--- src/rtl/ft_tx_arbiter_if.sv ---
// ---------------------------------------------------------------------------
// ft_tx_arbiter_if
// Bundles the source-side streams and the TX-FIFO write port of the FT601 TX
// arbiter into one interface.
//   master : arbiter side. Drives src_ready, wr_data, wr_en, grant and busy.
//   slave  : environment side. Drives ft_ready, src_valid, src_data,
//            src_last and wr_full.
// Signals:
//   ft_ready   link up; new grants only while high
//   src_valid  per-source data valid                 [N_SRC]
//   src_data   per-source word, source i at [32*i+31:32*i]
//   src_last   per-source end of packet              [N_SRC]
//   src_ready  per-source accept                     [N_SRC]
//   wr_data    word to TX FIFO                       [32]
//   wr_en      TX FIFO write strobe
//   wr_full    TX FIFO full
//   grant      index of the granted source           [4]
//   busy       a packet (header or data) is in progress
// ---------------------------------------------------------------------------
interface ft_tx_arbiter_if #(
    parameter int N_SRC = 4
);
    logic                   ft_ready;
    logic [N_SRC-1:0]       src_valid;
    logic [32*N_SRC-1:0]    src_data;
    logic [N_SRC-1:0]       src_last;
    logic [N_SRC-1:0]       src_ready;
    logic [31:0]            wr_data;
    logic                   wr_en;
    logic                   wr_full;
    logic [3:0]             grant;
    logic                   busy;

    modport master (
        input  ft_ready, src_valid, src_data, src_last, wr_full,
        output src_ready, wr_data, wr_en, grant, busy
    );

    modport slave (
        output ft_ready, src_valid, src_data, src_last, wr_full,
        input  src_ready, wr_data, wr_en, grant, busy
    );
endinterface

--- src/rtl/ft_tx_arbiter.sv ---
// ---------------------------------------------------------------------------
// ft_tx_arbiter
// Shares the FT601 TX write-FIFO port among N_SRC streaming sources with
// round-robin arbitration. Each grant writes one header word
// {HDR_MAGIC, src_id[3:0], seq[3:0], 8'h00} followed by up to MAX_BURST data
// words passed straight through from the granted source. A packet ends on the
// source's src_last or is force-closed after MAX_BURST data words; the source
// then simply continues in a later packet with a fresh header.
// Ports:
//   wr_clk   in  FIFO write clock, the only clock of the block
//   sys_rst  in  synchronous active-high reset
//   bus      ft_tx_arbiter_if.master (sources + TX FIFO write port)
// ---------------------------------------------------------------------------
module ft_tx_arbiter #(
    parameter int          N_SRC     = 4,
    parameter int          MAX_BURST = 256,
    parameter logic [15:0] HDR_MAGIC = 16'hA55A
) (
    input  logic            wr_clk,
    input  logic            sys_rst,
    ft_tx_arbiter_if.master bus
);

    localparam int BW = $clog2(MAX_BURST + 1);

    typedef enum logic [1:0] {
        IDLE = 2'd0,
        HDR  = 2'd1,
        DATA = 2'd2
    } state_t;

    state_t          state_reg, state_next;
    logic [3:0]      grant_reg, grant_next;
    logic [3:0]      last_grant_reg, last_grant_next;
    logic [BW-1:0]   beat_cnt_reg, beat_cnt_next;
    logic [3:0]      seq_reg [N_SRC];
    logic            seq_inc;

    logic [31:0]     src_word [N_SRC];
    logic            sel_valid;
    logic            sel_last;
    logic [31:0]     sel_data;
    logic [3:0]      sel_seq;

    logic            pick_found;
    logic [3:0]      pick_idx;

    logic [N_SRC-1:0] src_ready_next;
    logic [31:0]     wr_data_next;
    logic            wr_en_next;
    logic            busy_next;

    // Unpack the flat source data bus into one word per source.
    generate
        for (genvar gi = 0; gi < N_SRC; gi++) begin : g_src_word
            assign src_word[gi] = bus.src_data[32*gi +: 32];
        end
    endgenerate

    // Fields of the currently granted source.
    always_comb begin
        sel_valid = 1'b0;
        sel_last  = 1'b0;
        sel_data  = '0;
        sel_seq   = '0;
        for (int i = 0; i < N_SRC; i++) begin
            if (grant_reg == 4'(i)) begin
                sel_valid = bus.src_valid[i];
                sel_last  = bus.src_last[i];
                sel_data  = src_word[i];
                sel_seq   = seq_reg[i];
            end
        end
    end

    // Round-robin pick: first valid source strictly above last_grant, else
    // the first valid source from 0 upward (the wrap-around part of the scan).
    always_comb begin
        pick_found = 1'b0;
        pick_idx   = '0;
        for (int i = 0; i < N_SRC; i++) begin
            if (!pick_found && bus.src_valid[i] && (4'(i) > last_grant_reg)) begin
                pick_found = 1'b1;
                pick_idx   = 4'(i);
            end
        end
        for (int i = 0; i < N_SRC; i++) begin
            if (!pick_found && bus.src_valid[i]) begin
                pick_found = 1'b1;
                pick_idx   = 4'(i);
            end
        end
    end

    // Next-state and output logic.
    always_comb begin
        state_next      = state_reg;
        grant_next      = grant_reg;
        last_grant_next = last_grant_reg;
        beat_cnt_next   = beat_cnt_reg;
        seq_inc         = 1'b0;
        src_ready_next  = '0;
        wr_data_next    = '0;
        wr_en_next      = 1'b0;
        busy_next       = 1'b0;

        case (state_reg)
            IDLE: begin
                if (bus.ft_ready && pick_found) begin
                    grant_next    = pick_idx;
                    beat_cnt_next = '0;
                    state_next    = HDR;
                end
            end

            HDR: begin
                busy_next    = 1'b1;
                wr_data_next = {HDR_MAGIC, grant_reg, sel_seq, 8'h00};
                wr_en_next   = ~bus.wr_full;
                if (!bus.wr_full) begin
                    seq_inc    = 1'b1;
                    state_next = DATA;
                end
            end

            DATA: begin
                busy_next    = 1'b1;
                wr_data_next = sel_data;
                wr_en_next   = sel_valid & ~bus.wr_full;
                for (int i = 0; i < N_SRC; i++) begin
                    if (grant_reg == 4'(i)) begin
                        src_ready_next[i] = ~bus.wr_full;
                    end
                end
                if (wr_en_next) begin
                    beat_cnt_next = beat_cnt_reg + 1'b1;
                    // Close on the source's end of packet or at the burst limit.
                    if (sel_last || (beat_cnt_reg == BW'(MAX_BURST - 1))) begin
                        last_grant_next = grant_reg;
                        state_next      = IDLE;
                    end
                end
            end

            default: begin
                state_next = IDLE;
            end
        endcase
    end

    always_ff @(posedge wr_clk) begin
        if (sys_rst) begin
            state_reg      <= IDLE;
            grant_reg      <= '0;
            last_grant_reg <= 4'(N_SRC - 1);
            beat_cnt_reg   <= '0;
        end else begin
            state_reg      <= state_next;
            grant_reg      <= grant_next;
            last_grant_reg <= last_grant_next;
            beat_cnt_reg   <= beat_cnt_next;
        end
    end

    // Per-source 4-bit sequence numbers, wrapping 15 -> 0.
    always_ff @(posedge wr_clk) begin
        if (sys_rst) begin
            for (int i = 0; i < N_SRC; i++) begin
                seq_reg[i] <= '0;
            end
        end else if (seq_inc) begin
            for (int i = 0; i < N_SRC; i++) begin
                if (grant_reg == 4'(i)) begin
                    seq_reg[i] <= seq_reg[i] + 4'd1;
                end
            end
        end
    end

    assign bus.src_ready = src_ready_next;
    assign bus.wr_data   = wr_data_next;
    assign bus.wr_en     = wr_en_next;
    assign bus.busy      = busy_next;
    assign bus.grant     = grant_reg;

endmodule

--- src/flat_wrapper.sv ---
// flat-port wrapper written by rule: the top's interface ports become plain ports
module ft_tx_arbiter_flat 
#(
    parameter int          N_SRC     = 4,
    parameter int          MAX_BURST = 256,
    parameter logic [15:0] HDR_MAGIC = 16'hA55A
)
  (wr_clk, sys_rst, bus_ft_ready, bus_src_valid, bus_src_data, bus_src_last, bus_wr_full, bus_src_ready, bus_wr_data, bus_wr_en, bus_grant, bus_busy);
  ft_tx_arbiter_if #(.N_SRC(N_SRC)) bus_i ();
  input  logic wr_clk;
  input  logic sys_rst;
  input wire logic [$bits(bus_i.ft_ready)-1:0] bus_ft_ready;
  input wire logic [$bits(bus_i.src_valid)-1:0] bus_src_valid;
  input wire logic [$bits(bus_i.src_data)-1:0] bus_src_data;
  input wire logic [$bits(bus_i.src_last)-1:0] bus_src_last;
  input wire logic [$bits(bus_i.wr_full)-1:0] bus_wr_full;
  output wire logic [$bits(bus_i.src_ready)-1:0] bus_src_ready;
  output wire logic [$bits(bus_i.wr_data)-1:0] bus_wr_data;
  output wire logic [$bits(bus_i.wr_en)-1:0] bus_wr_en;
  output wire logic [$bits(bus_i.grant)-1:0] bus_grant;
  output wire logic [$bits(bus_i.busy)-1:0] bus_busy;
  assign bus_i.ft_ready = bus_ft_ready;
  assign bus_i.src_valid = bus_src_valid;
  assign bus_i.src_data = bus_src_data;
  assign bus_i.src_last = bus_src_last;
  assign bus_i.wr_full = bus_wr_full;
  assign bus_src_ready = bus_i.src_ready;
  assign bus_wr_data = bus_i.wr_data;
  assign bus_wr_en = bus_i.wr_en;
  assign bus_grant = bus_i.grant;
  assign bus_busy = bus_i.busy;
  ft_tx_arbiter #(.N_SRC(N_SRC), .MAX_BURST(MAX_BURST), .HDR_MAGIC(HDR_MAGIC)) u_core (.wr_clk(wr_clk), .sys_rst(sys_rst), .bus(bus_i));
endmodule
--- config.mk ---
export PLATFORM = sky130hd
export DESIGN_NAME = ft_tx_arbiter_flat
export DESIGN_NICKNAME = d
export VERILOG_FILES = /design/src/rtl/ft_tx_arbiter_if.sv /design/src/rtl/ft_tx_arbiter.sv /design/src/flat_wrapper.sv
export SDC_FILE = /design/constraint.sdc
export NUM_CORES = 1
export LEC_CHECK = 0
export ABC_AREA = 1
export ABC_CLOCK_PERIOD_IN_PS = 2500
export BUFFER_PORTS_ARGS = -buffer_cell sky130_fd_sc_hd__buf_2
export CORE_MARGIN = 3
export CORE_UTILIZATION = 35
export DETAILED_ROUTE_END_ITERATION = 7
export GPL_TIMING_DRIVEN = 0
export PLACE_DENSITY = 0.76
export SLEW_MARGIN = 5
export SYNTH_ARGS = -nofsm -noshare
export SYNTH_HDL_FRONTEND = slang
export SYNTH_SLANG_ARGS = --single-unit
--- constraint.sdc ---
create_clock -name wr_clk -period 2.5 [get_ports wr_clk]
set_clock_uncertainty 0.05 [all_clocks]
set_input_delay 0.5 -clock wr_clk [delete_from_list [all_inputs] [get_ports wr_clk]]
set_output_delay 0.5 -clock wr_clk [all_outputs]
set_load 0.02 [all_outputs]
==> impl_metrics.toml, run 1 <==
[critical_path]
r2r_end = "u_core.seq_reg[0][4]"
worstPathArrival_ps = 1930
crit_path_end_kind = "output port"
worstPathCellList = "inv_2 -> buf_2 -> buf_4 -> nor2_1 -> nor2_1 -> o221ai_1 -> a21oi_1 -> buf_2"
slowest_stage = "dfxtp_2"
path_class = "reg -> out"
r2r_slack_ps = 340
cp_max_fo = 10
cp_top_family = "buffers and inverters"
crit_buf_inv = 4
critPathMaxStageDelay_ps = 380
cp.required_ps = 1950
r2r-start = "u_core.state_reg[1]"
reg2reg_depth = 7
cp-start-kind = "flip-flop"

[global_route]
grt_pass1_wl_mm = 19.2
grt_pass1_vias = 3838
grt_start_max_net_pins = 12
grt_overflow = 0
grtUsageTotal_pct = 24.5
antenna_found_initial = 0

[die]
start_util_pct = 36.8
core_area_um2 = 7890
die_h_um = 97.0
die_x_um = 97.0
die_area_um2 = 9410
num_rows = 32
pin_count = 182

[power_and_ir_drop]
power_mw = 2.81
pwr-share-seq_pct = 23.0
switchingPower_mw = 1.38
power_density_nw_per_um2 = 685
total_leakage_power_nw = 2.14
combPwrFrac_pct = 64.0
power_frac_clock_pct = 13.0
p_sw_share_pct = 49.1
p_int_mw = 1.43
ir_drop_mv = 0.342

[sta]
maxSlewViolCount = 0
worst_slew_margin_rel_pct = 57.7
tightestPinTransition_ps = 629
finalCritPeriodShare_pct = 99.1
finalCriticalPeriod_ps = 2480
rsz0062_at_grt = "true"
finalSetupViolations = 0
hold_viol = 0
fmaxAchievable_ghz = 0.404
tns_ps = 0

[placement]
dpl.hpwl_mm = 9.55
globalplace.congestion = 0.962
portBuffers = 178

[worst_hold_path]
whs_path_depth = 2
hold_path_class = "reg -> reg"
hold_path.startpoint = "u_core.beat_cnt_reg[8]"
hold_end = "u_core.beat_cnt_reg[8]"

[clocking]
cts_max_level = 2
cts_buffer_depth = 2
hold_buffers = 0
clk_latency_ps = 280
path_clk_slew_ps = 60
cts-root-buf = "clkbuf_8"
cts_sinks = 31
cts_tree = "built"
numCtsBuffers = 5

[finish]
fillers = 794
drive_gt1_share_pct = 35.8
final_nets = 783
num_antenna_cells = 0
syn_to_final_growth_pct = 41.2
largest_reg_flops = 16

[detailed_routing]
totalWireLength_mm = 12.1
vias = 4058
drt_iter0_markers = 321
via_per_inst = 5.51
antenna_left = 0
drt-pass1-iter-count = 5
route.detailed.drc = 0
wl_per_cell_um = 16.5

[synth]
netlist_instances = 447
synth-seq-area-share_pct = 26.9
yosysWarningCount = 0
ys_types = 37
postSynthAreaPerCell_um2 = 6.49
synth-seq-cells = 31
syn_area_um2 = 2900

[outcome]
status = "finished, final reports clean"

[flow_run]
cap_violations = 0
through the flow:
step	hold WS, ps	worst slack [ps]	cell area [um^2]	utilization (%)	std cells
finish	413	23.7	4100	51.9	736
global route	446	-53.8	4100	51.9	736
CTS	413	2.84	4040	51.2	734
detailed placement	404	-188	3920	49.7	728
global placement	398	-167	3920	49.7	728
floorplan	391	99.1	2900	-	448
cell usage after synthesis:
cell type,number,area (um^2)
nand3b_1,7,52.6
buf_2,10,50.1
clkbuf_1,12,45.0
nand2_1,98,368
conb_1,1,3.75
nand3_1,35,175
nor2_1,45,169
edfxtp_1,16,480
xor2_1,5,43.8
buf_1,2,7.51
nand3_2,1,10.0
a21oi_1,26,130
o221ai_1,4,35.0
a221oi_1,5,43.8
dfxtp_1,15,300
buf_4,3,22.5
nor3b_1,1,7.51
a221o_1,3,30.0
inv_2,5,18.8
o21ai_0,27,135
a31oi_1,1,6.26
o21ai_1,17,85.1
o31ai_1,3,22.5
nand4_1,4,25.0
o22ai_1,10,62.6
ha_1,9,113
o211ai_1,13,97.6
o21a_1,2,15.0
xnor2_1,5,43.8
nor3_1,2,10.0
inv_1,40,150
a22oi_1,3,22.5
nand2_2,2,12.5
or2_0,1,6.26
o21bai_1,10,75.1
or2_2,1,6.26
nor2_2,3,18.8
worst reg2reg max path, cell delays in order, from the launching register on:
cell and delay [ps]:
dfxtp_1 330, inv_1 120, ha_1 160, clkbuf_4 180, inv_2 80, nor2_2 220
inv_1 130, o21ai_0 530
what timing repair did:
item,in CTS,in global routing
setup buffers,0,2
endpoints found under the setup margin,33,42
cloned,0,0
gates resized for setup,21,22
power groups by stage:
| stage | combinational (mW) | sequential [mW] | clock [mW] |
|---|---|---|---|
| 6_report | 1.80 | 0.645 | 0.366 |
| 5_1_grt | 1.96 | 0.650 | 0.391 |
| 4_1_cts | 1.71 | 0.637 | 0.379 |
| 3_5_place_dp | 1.65 | 0.646 | 0 |
| 3_3_place_gp | 1.62 | 0.642 | 0 |
| 2_1_floorplan | 1.08 | 0.644 | 0 |
placed cells by master (no fill, tap or decap), types with 2 or more instances in the layout:
| master | instances |
|---|---|
| buf_2 | 181 |
| nand2_1 | 96 |
| nor2_1 | 44 |
| inv_1 | 38 |
| nand3_1 | 35 |
| o21ai_0 | 26 |
| a21oi_1 | 26 |
| o21ai_1 | 18 |
| edfxtp_1 | 16 |
| o211ai_1 | 13 |
| dfxtp_1 | 13 |
| buf_4 | 10 |
| o22ai_1 | 10 |
| o21bai_1 | 10 |
| ha_1 | 8 |
| nand3b_1 | 7 |
| inv_2 | 6 |
| clkbuf_1 | 5 |
| a221oi_1 | 5 |
| xnor2_1 | 5 |
| xor2_1 | 5 |
| clkbuf_8 | 5 |
| nand2_2 | 4 |
| clkbuf_4 | 4 |
| o221ai_1 | 4 |
| clkbuf_2 | 4 |
| nand4_1 | 4 |
| buf_6 | 3 |
| nor2_2 | 3 |
| o31ai_1 | 3 |
| a221o_1 | 3 |
| a22oi_1 | 3 |
| o21a_1 | 2 |
| nor3_1 | 2 |
| conb_1 | 2 |
metal layers:
metal,wire length [um],global-route usage (%),vias to the layer above
li1,-,-,1908
met1,4920,32.5,1863
met2,5840,41.0,256
met3,1110,4.11,31
met4,265,7.02,0
met5,0,0,-
cell type report:
type | instances | area (um^2) | share of cell area, %
buffer | 26 | 166 | 4.06
sequential | 31 | 786 | 19.2
clock buffer | 7 | 76.3 | 1.86
multi-input combinational | 345 | 1850 | 45.3
tap | 102 | 128 | 3.12
timing repair buffer | 180 | 913 | 22.3
inverter | 45 | 171 | 4.19
logic make-up after synthesis:
group / Yosys count / share of synthesized area, %
compound gates: 124 / 26.2
xor+xnor: 10 / 3.02
fa+ha+maj: 9 / 3.88
buf+inv: 72 / 10.1
flops: 31 / 26.9
other cells: 1 / 0.129
simple gates: 200 / 29.7
worst max-delay path by stage:
stage / to / cells past startpoint / startpoint
final: bus_wr_data[25] / 8 / u_core.bus.grant[0]
after global routing: bus_wr_data[25] / 8 / u_core.bus.grant[0]
after CTS: bus_wr_data[2] / 8 / u_core.state_reg[1]
after detailed placement: bus_wr_data[27] / 8 / u_core.state_reg[1]
after global placement: bus_wr_data[3] / 8 / u_core.state_reg[0]
after floorplan: bus_wr_data[14] / 7 / u_core.state_reg[0]
Note: power is estimated with default switching activity, not from simulation.
==> run 2: changes to the inputs <==
Settings changed: ABC_AREA 1 to 0, PLACE_DENSITY 0.76 to 0.75.
==> run 2 against run 1 <==
Against the previous run: clock-buffer cell count increased by 1; die area increased by 3.6%; global-route usage decreased by 3.9 points; non-clock buffer count increased by 1; sequential power decreased by 9.9%; critical endpoint is now bus_wr_data[9]; highest routed layer unchanged.
==> impl_metrics.toml, run 2 <==
[outcome]
status = "finished, final reports clean"

[clocking]
cts_tree = "built"
cts_buffer_depth = 2
cts_sinks = 31
numCtsBuffers = 5
cts-root-buf = "clkbuf_8"
hold_buffers = 0
cts_max_level = 2
path_clk_slew_ps = 70
clk_latency_ps = 280

[synth]
synth.area.top_cells = "mux4_2 20%, edfxtp_1 16%, dfxtp_1 10%"
synth-main-ff-cell = "edfxtp_1"
yosysWarningCount = 0
postSynthAreaPerCell_um2 = 9.30
synth_top_area_cell = "mux4_2"
synthArstFlopShare_pct = 0
synth-edff-count = 16
synth.top_cell.area_share_pct = 20.2
synth-seq-cells = 31
ys_top_cells_by_count = "37 x nor2_1, 28 x nand2_1, 27 x mux4_2"
netlist_instances = 324
syn_area_um2 = 3010
synth-seq-area-share_pct = 25.9
ys_types = 46
yosys.cell_count.top_type = "nor2_1"

[die]
die_area_um2 = 9750
pin_count = 182
start_util_pct = 36.3
die_x_um = 98.8
core_area_um2 = 8300
die_h_um = 98.8
num_rows = 33

[detailed_routing]
met3_length_um = 812
wl_met1_mm = 3.72
top_layer_used = "met4"
met2_length_mm = 5.72
antenna_left = 0
route.detailed.drc = 0
via_per_inst = 5.38
totalWireLength_mm = 10.5
drt-pass1-iter-count = 4
vias = 3341
drt_iter0_markers = 208
wl_per_cell_um = 16.9

[sta]
finalSetupViolations = 0
fin_hold_ws_ps = 440
worst_slew_margin_rel_pct = 64.7
finalCriticalPeriod_ps = 2420
hold_viol = 0
rsz0062_at_grt = "true"
fmaxAchievable_ghz = 0.414
tightestPinTransition_ps = 529
maxSlewViolCount = 0
finalCritPeriodShare_pct = 96.6

[critical_path]
crit_top_cell = "buf_4"
slowest_stage = "dfxtp_1"
cp.required_ps = 1950
cp-start-kind = "flip-flop"
worstPathArrival_ps = 1870
critPathMaxStageDelay_ps = 360
crit_path_end_kind = "output port"
worstPathCellList = "inv_2 -> ha_2 -> buf_4 -> buf_4 -> a222oi_1 -> nor3b_1 -> buf_2"
cp_max_fo = 10
path_class = "reg -> out"

[global_route]
grt_pass1_vias = 3307
grtUsageTotal_pct = 20.6
grt_pass1_wl_mm = 16.2
antenna_found_initial = 0
grt_overflow = 0
grt_start_max_net_pins = 11

[placement]
dpl-instance-area_um2 = 4040
globalplace.congestion = 0.921
portBuffers = 179
dpl.hpwl_mm = 8.69

[finish]
fin_util_pct = 51.8
final_common_cell = "buf_2"
syn_to_final_growth_pct = 42.8
finalInstanceArea_um2 = 4300
largest_reg_flops = 16
register_area_um2 = 785
mostFrequentLayoutCells = "180 x buf_2, 37 x nor2_1, 27 x mux4_2, 27 x nand2_1, 24 x nor2b_1"
drive_gt1_share_pct = 48.6
fillers = 772
num_antenna_cells = 0
multi_input_area_um2 = 2120
final_nets = 664

[power_and_ir_drop]
total_leakage_power_nw = 1.99
power_density_nw_per_um2 = 438
ir_drop_mv = 0.202

[worst_hold_path]
hold_path_class = "reg -> reg"

[flow_run]
cap_violations = 0
run 2: cell types whose count changed after synthesis, sizes merged, moves of 9 or more:
cell and change:
o211ai -12, mux2i +17, nor2b +24, nor2 -11, a21oi -12, o21ai -27, o22ai -9, nand3 -19
mux4 +27, nand2 -72, inv -36, o21bai -10
run 2: cell type report:
type | instances | share of cell area, %
Sequential cell | 31 | 18.2
Multi-Input combinational cell | 261 | 49.3
Buffer | 24 | 4.68
Tap cell | 105 | 3.05
Inverter | 9 | 0.786
Timing Repair Buffer | 183 | 21.6
Clock buffer | 8 | 2.36
run 2: worst paths after layout:
path	from	end	slack, ps	depth (start not counted)
max	u_core.state_reg[0]	bus_wr_data[9]	80	7
min	u_core.beat_cnt_reg[8]	u_core.beat_cnt_reg[8]	440	2
max reg2reg	u_core.beat_cnt_reg[0]	u_core.last_grant_reg[0]	160	9
min reg2reg	u_core.beat_cnt_reg[8]	u_core.beat_cnt_reg[8]	440	2
run 2: logic make-up after synthesis:
family	synth area share, %
AND/OR/NAND/NOR	22.4
AO/OA/AOI/OAI	14.7
multiplexers	25.8
buffers and inverters	4.99
flip-flops	25.9
adder cells (fa/ha/maj)	3.74
XOR/XNOR	2.33
other	0.125
run 2: what timing repair did:
item	in CTS	in global routing
setup buffers	0	4
pin swaps	2	5
endpoints found under the setup margin	37	25
resized for setup	26	24
run 2: metal layers:
layer	track usage (%)	vias up
li1	-	1591
met1	22.6	1581
met2	39.4	153
met3	4.25	16
met4	6.30	0
met5	0	-
run 2: worst max-delay path, delay by kind of cell (launching register included):
| family | cells | cell delay (ps) |
|---|---|---|
| AO/OA/AOI/OAI | 1 | 340 |
| adder cells (fa/ha/maj) | 1 | 200 |
| buffers and inverters | 4 | 590 |
| flip-flops | 1 | 360 |
| AND/OR/NAND/NOR | 1 | 80 |
run 2: power breakdown:
group | internal [mW] | leakage [nW] | switching [mW] | total, mW
registers | 0.560 | 0.288 | 0.0214 | 0.581
clock network | 0.258 | 0.0506 | 0.182 | 0.440
logic | 0.430 | 1.65 | 0.431 | 0.861
run 2: stage by stage:
stage | TNS [ps] | worst slack, ps | cells | power, mW
floorplan | 0 | 53.1 | 325 | 1.11
global placement | -18.3 | -17.8 | 609 | 1.36
detailed placement | -30.2 | -27.2 | 609 | 1.37
CTS | -5.98 | -3.53 | 617 | 1.85
global route | -17.2 | -6.99 | 621 | 1.98
finish | 0 | 84.7 | 621 | 1.88
